`src/rtl/spi_slave_host_fifo.sv`:
```
// spi_slave_host_fifo: byte buffering between a host push/pop interface and
// the slave-mode core of the SPI chip. The TX FIFO feeds a one-byte loader
// that hands bytes to the core; the RX FIFO captures every exchanged byte.
// Optional feature macro: SPI_HOST_FIFO_STATUS_EN adds sticky status flags
// {underrun, rx_ovf, tx_ovf} on status_o, cleared by status_clr_i.
module spi_slave_host_fifo #(
  parameter int unsigned DEPTH_LOG2   = 3,
  parameter logic [7:0]  TX_IDLE_BYTE = 8'hFF
) (
  input  logic                  clk_i,
  input  logic                  rstn_i,
  input  logic                  host_tx_wr,
  input  logic [7:0]            host_tx_data,
  output logic                  host_tx_full,
  output logic [DEPTH_LOG2:0]   host_tx_level,
  input  logic                  host_rx_rd,
  output logic [7:0]            host_rx_data,
  output logic                  host_rx_empty,
  output logic [DEPTH_LOG2:0]   host_rx_level,
  input  logic                  flush_i,
  output logic                  tx_valid,
  output logic [7:0]            tx_data,
  input  logic                  rx_valid,
  input  logic [7:0]            rx_data
`ifdef SPI_HOST_FIFO_STATUS_EN
  ,
  output logic [2:0]            status_o,
  input  logic                  status_clr_i
`endif
);

  localparam int unsigned DEPTH = 1 << DEPTH_LOG2;

  localparam logic ST_IDLE   = 1'b0;
  localparam logic ST_LOADED = 1'b1;

  logic [7:0]          tx_mem [DEPTH];
  logic [7:0]          rx_mem [DEPTH];
  logic [DEPTH_LOG2:0] tx_wr_ptr, tx_rd_ptr;
  logic [DEPTH_LOG2:0] rx_wr_ptr, rx_rd_ptr;
  logic                state;

  logic tx_empty, tx_full, rx_empty, rx_full;
  logic load_pop, tx_push, rx_pop, rx_push;

  // Occupancy flags: pointers carry one extra wrap bit, so full means the
  // index bits match while the wrap bits differ.
  always_comb begin
    tx_empty = (tx_wr_ptr == tx_rd_ptr);
    tx_full  = (tx_wr_ptr[DEPTH_LOG2] != tx_rd_ptr[DEPTH_LOG2]) &&
               (tx_wr_ptr[DEPTH_LOG2-1:0] == tx_rd_ptr[DEPTH_LOG2-1:0]);
    rx_empty = (rx_wr_ptr == rx_rd_ptr);
    rx_full  = (rx_wr_ptr[DEPTH_LOG2] != rx_rd_ptr[DEPTH_LOG2]) &&
               (rx_wr_ptr[DEPTH_LOG2-1:0] == rx_rd_ptr[DEPTH_LOG2-1:0]);
  end

  // Push/pop qualification. An rx_valid seen while idle is an underrun and
  // suppresses the load that cycle; a push into a full FIFO only lands when
  // the same FIFO is popped in the same cycle.
  always_comb begin
    load_pop = (state == ST_IDLE) && !tx_empty && !rx_valid && !flush_i;
    tx_push  = host_tx_wr && !flush_i && (!tx_full || load_pop);
    rx_pop   = host_rx_rd && !rx_empty && !flush_i;
    rx_push  = rx_valid && !flush_i && (!rx_full || rx_pop);
  end

  // Storage arrays need no reset: the pointers define what is valid.
  always_ff @(posedge clk_i) begin
    if (tx_push) tx_mem[tx_wr_ptr[DEPTH_LOG2-1:0]] <= host_tx_data;
    if (rx_push) rx_mem[rx_wr_ptr[DEPTH_LOG2-1:0]] <= rx_data;
  end

  // FIFO pointers; flush empties both FIFOs in one cycle.
  always_ff @(posedge clk_i or negedge rstn_i) begin
    if (!rstn_i) begin
      tx_wr_ptr <= '0;
      tx_rd_ptr <= '0;
      rx_wr_ptr <= '0;
      rx_rd_ptr <= '0;
    end else if (flush_i) begin
      tx_wr_ptr <= '0;
      tx_rd_ptr <= '0;
      rx_wr_ptr <= '0;
      rx_rd_ptr <= '0;
    end else begin
      if (tx_push)  tx_wr_ptr <= tx_wr_ptr + 1'b1;
      if (load_pop) tx_rd_ptr <= tx_rd_ptr + 1'b1;
      if (rx_push)  rx_wr_ptr <= rx_wr_ptr + 1'b1;
      if (rx_pop)   rx_rd_ptr <= rx_rd_ptr + 1'b1;
    end
  end

  // Loader: pops one byte onto tx_data with a one-cycle tx_valid pulse, then
  // waits for the core to exchange it before loading the next one.
  always_ff @(posedge clk_i or negedge rstn_i) begin
    if (!rstn_i) begin
      state    <= ST_IDLE;
      tx_valid <= 1'b0;
      tx_data  <= TX_IDLE_BYTE;
    end else begin
      tx_valid <= load_pop;
      if (flush_i) begin
        state <= ST_IDLE;
      end else if (load_pop) begin
        tx_data <= tx_mem[tx_rd_ptr[DEPTH_LOG2-1:0]];
        state   <= ST_LOADED;
      end else if ((state == ST_LOADED) && rx_valid) begin
        state <= ST_IDLE;
      end
    end
  end

  // Host-side status views.
  always_comb begin
    host_tx_full  = tx_full;
    host_tx_level = tx_wr_ptr - tx_rd_ptr;
    host_rx_empty = rx_empty;
    host_rx_level = rx_wr_ptr - rx_rd_ptr;
    host_rx_data  = rx_empty ? 8'h00 : rx_mem[rx_rd_ptr[DEPTH_LOG2-1:0]];
  end

`ifdef SPI_HOST_FIFO_STATUS_EN
  logic [2:0] status_q;
  logic [2:0] status_ev;

  // Events: bit2 underrun (rx_valid while idle), bit1 dropped RX byte,
  // bit0 dropped host push. Nothing counts during a flush cycle.
  always_comb begin
    status_ev[2] = rx_valid && !flush_i && (state == ST_IDLE);
    status_ev[1] = rx_valid && !flush_i && !rx_push;
    status_ev[0] = host_tx_wr && !flush_i && !tx_push;
  end

  // Sticky flags; a new event wins over a same-cycle clear.
  always_ff @(posedge clk_i or negedge rstn_i) begin
    if (!rstn_i) status_q <= 3'b000;
    else         status_q <= (status_q & ~{3{status_clr_i}}) | status_ev;
  end

  assign status_o = status_q;
`else
  // Drop and underrun events are silently ignored in this build.
`endif

endmodule

```
`config.mk`:
```
export PLATFORM = sky130hd
export DESIGN_NAME = spi_slave_host_fifo
export DESIGN_NICKNAME = d
export VERILOG_FILES = /design/src/rtl/spi_slave_host_fifo.sv
export SDC_FILE = /design/constraint.sdc
export NUM_CORES = 1
export LEC_CHECK = 0
export CORE_ASPECT_RATIO = 0.5
export CORE_UTILIZATION = 53
export DETAILED_ROUTE_END_ITERATION = 16
export MAX_ROUTING_LAYER = met4
export PLACE_DENSITY = 0.77
export SYNTH_ARGS = -nofsm -noshare
export SYNTH_HDL_FRONTEND = slang
export SYNTH_SLANG_ARGS = --single-unit
```
`constraint.sdc`:
```
create_clock -name clk_i -period 8.5 [get_ports clk_i]
set_input_delay 0.85 -clock clk_i [delete_from_list [all_inputs] [get_ports clk_i]]
set_output_delay 0.85 -clock clk_i [all_outputs]
set_load 0.005 [all_outputs]
```
==> key figures <==
Run status
  • Status: complete, no violations

Detailed routing
  • Total routed wirelength: 11.86 mm
  • Detailed-route DRC error count: 0
  • Total number of vias: 3409
  • 1st-pass router iterations: 5
  • DRT iter0 DRCs: 276
  • Routed len/inst: 19.34 um
  • Vias/cell: 5.561
  • ANT nets after route: 0

Worst setup path
  • Crit end category: output port
  • Critical Path Fanout Max: 21
  • CP delay by family, top: flip-flops
  • CP Cell Sequence: inv_1 > ha_1 > nand3_1 > nor2_1 > clkdlybuf4s50_1
  • Setup CP Type: register to output port
  • Delay of the slowest critical-path stage: 970 ps
  • Crit path launch type: register
  • Slowest-stage cell, CP: dfrtp_1
  • Critical path data required time: 7650 ps
  • Buf/Inv on CP: 2
  • Worst Path Arrival: 3390 ps

Hold path
  • Hold Path Class: register to register

Yosys
  • Post-synth EDFFs: 128
  • Primary FF master, synth: edfxtp_1
  • Yosys top cell area share: 59.92%
  • Mean post-synth cell area: 16.93 sq um
  • Asr flop ratio synth: 16.88%
  • Count leader, synth: edfxtp_1
  • Largest area contributor in the netlist: edfxtp_1
  • Sequential fraction of the synthesis area: 70.22%
  • Post-synthesis net count: 413
  • Most frequent cells after synthesis: 128 x edfxtp_1, 41 x nand2_1, 32 x mux4_2
  • Largest family of logic cells by synthesized area: multiplexers
  • Mux cell area share after synthesis: 12.03%
  • Cell count after synthesis: 379
  • Synth Area in Adders: 2.575%
  • Synth cell types: 46
  • Ys Warns: 0
  • Synth area leaders: edfxtp_1 60%, mux4_2 11%, dfrtp_1 7.0%
  • Synth Area in Simple Gates: 6.456%
  • Synth Area in Compound Gates: 3.979%
  • Area share of xor/xnor cells in the synthesized design: 2.282%
  • Synthesized flop and latch total: 154
  • Cell area after synthesis: 6415 sq um

STA
  • Tmin final: 4235 ps
  • RSZ-0062 raised after global routing: false
  • Final Setup Violations: 0
  • Final Max Tran Viols: 0
  • Final setup TNS: 0 ps
  • Worst-Margin Slew: 1307 ps
  • Fin crit share: 49.83%
  • Max Clock Freq: 0.2361 GHz
  • Clock skew: 11.49 ps
  • Final hold vios: 0
  • Relative slew margins: 12.20%

Final layout
  • Fillcell total: 749
  • Area of the multi-input gates: 1759 sq um
  • # diodes: 0
  • Register Area: 4504 sq um
  • Area Growth Syn to Fin: 19.93%
  • Share of post-route cells with drive strength above 1: 20.93%
  • Final Core Density: 67.58%
  • Nets: 475

Placement
  • # port buffers: 48
  • Hpwl dp: 7.188 mm
  • GPL Wtd Cong: 0.7825

Floorplan
  • Initial Utilization: 56.35%
  • Die width: 157.6 um
  • Row cnt: 27
  • Core area: 11380 sq um
  • Number of placed I/O pins: 49
  • Die area: 12570 sq um
  • Die Span Y: 79.80 um

CTS
  • Post-CTS Setup Bufs: 0
  • Post-cts sizing count: 0
  • Inserted Clock Buffers: 17
  • Clk_lat worst skew: 420 ps
  • CTS clock-pin slew for the worst setup and hold paths: 60 ps
  • TritonCTS clock tree: yes
  • Root Driver: clkbuf_16
  • Max Buffers Root-to-Sink: 2
  • CTS Hold Bufs: 0
  • Clock sink count: 154
  • H-tree levels: 4

Power
  • Flop pwr share: 44.2%
  • LEAKAGE: 2.662 nW
  • PwrDens: 262.5 nW/um^2
  • Combinational Power Share: 17.8%
  • Switching share of power: 24.48%
  • Psw: 494.4 uW
  • Clock power frac: 38.0%
  • Worst vdd ir: 0.1272 mV
  • Internal power: 1.525 mW

Global routing
  • Total global routing overflow: 0
  • Largest net degree at the start of global routing: 27
  • Aggregate global-route resource usage: 21.71%
  • Initial antenna violation count: 0
  • First-pass GRT wire length: 18.66 mm
  • Number of global-route vias before repair: 3564

Flow run
  • Max-Cap Viols: 0
path summary, 6_finish.rpt:
kind | from | end | slack, ps | cells after the start
max | rx_rd_ptr[1] | host_rx_empty | 4260 | 5
min | tx_data[3] | tx_data[3] | 500 | 2
max reg2reg | rx_rd_ptr[1] | rx_mem[0][4] | 5040 | 6
min reg2reg | tx_data[3] | tx_data[3] | 500 | 2
max in group asynchronous | rstn_i | tx_data[5] | 7380 | 2
min in group asynchronous | rstn_i | state | 810 | 2
cell type report:
cell class | count | area share [%]
Sequential cell | 154 | 58.55
Inverter | 15 | 0.7318
Multi-Input combinational cell | 194 | 22.87
Clock buffer | 19 | 5.887
Timing Repair Buffer | 59 | 7.318
Clock inverter | 13 | 2.065
Tap cell | 159 | 2.586
per-stage QoR:
stage / instance area (sq um) / setup slack [ps] / hold slack, ps / instances / power, mW
after global placement: 7082 / 4801 / 492.3 / 581 / 1.260
after floorplan: 6415 / 5687 / 490.1 / 379 / 1.112
after global routing: 7694 / 4117 / 534.5 / 613 / 2.102
final: 7694 / 4265 / 501.8 / 613 / 2.019
after CTS: 7694 / 4258 / 501.3 / 613 / 2.039
after detailed placement: 7082 / 4645 / 491.4 / 581 / 1.268
worst reg2reg max path, delay by kind of cell, from the launching register on:
| kind | cells | cell delay [ps] |
|---|---|---|
| and+or+nand+nor | 3 | 1500 |
| adders and majority gates | 1 | 330 |
| AOI/OAI and AO/OA | 1 | 160 |
| buffers and inverters | 1 | 110 |
| DFF | 1 | 970 |
power groups by stage:
| stage | Clock, mW | Sequential [mW] | Combinational (mW) |
|---|---|---|---|
| after detailed placement | 0 | 0.909 | 0.359 |
| after CTS | 0.781 | 0.893 | 0.364 |
| final | 0.768 | 0.893 | 0.359 |
| after floorplan | 0 | 0.901 | 0.212 |
| after global placement | 0 | 0.907 | 0.353 |
| after global routing | 0.813 | 0.896 | 0.393 |
flip-flops by register name, summed over array words and instances, names as in the netlist:
signal / count
rx_mem: 64
rx_rd_ptr: 4
rx_wr_ptr: 4
tx_wr_ptr: 4
state: 1
tx_data: 8
tx_valid: 1
tx_rd_ptr: 4
tx_mem: 64
layer usage:
layer	share of wire [%]	GRT usage (%)
met2	51	35.44
met3	4.8	5.157
met4	1.6	8.835
met5	0	-
met1	43	26.53
cells by family (layout without fill, tap and decap cells):
logic type,after synthesis,in the layout
xor gates and xnor gates,15,15
muxes,37,37
AOI/OAI and AO/OA,36,36
DFF,154,154
buffers and inverters,31,106
and+or+nand+nor,94,94
adders and majority gates,12,12
cells in the final DEF (no fill, tap or decap), types with 2 or more instances in the layout:
| cell | synthesis | routed |
|---|---|---|
| inv_1 | 13 | 13 |
| buf_4 | 4 | 11 |
| mux4_2 | 32 | 32 |
| nand3_1 | 3 | 3 |
| bufinv_16 | 0 | 2 |
| xor2_1 | 5 | 5 |
| dfstp_2 | 8 | 8 |
| clkinvlp_4 | 0 | 2 |
| clkinv_4 | 0 | 3 |
| dfrtp_1 | 18 | 18 |
| clkbuf_8 | 0 | 2 |
| a21o_1 | 2 | 2 |
| edfxtp_1 | 128 | 128 |
| o21ai_0 | 2 | 2 |
| inv_6 | 0 | 4 |
| nand2b_1 | 4 | 4 |
| fa_1 | 2 | 2 |
| nor3_1 | 10 | 10 |
| inv_8 | 0 | 2 |
| o211ai_1 | 3 | 3 |
| clkbuf_16 | 0 | 17 |
| a31oi_1 | 7 | 7 |
| nand2_1 | 41 | 41 |
| mux2i_1 | 4 | 4 |
| clkdlybuf4s50_1 | 0 | 48 |
| nor2_1 | 26 | 26 |
| or3_1 | 2 | 2 |
| xnor2_1 | 8 | 8 |
| ha_1 | 10 | 10 |
| a21oi_1 | 13 | 13 |
Power figures use the tool's default switching activity.
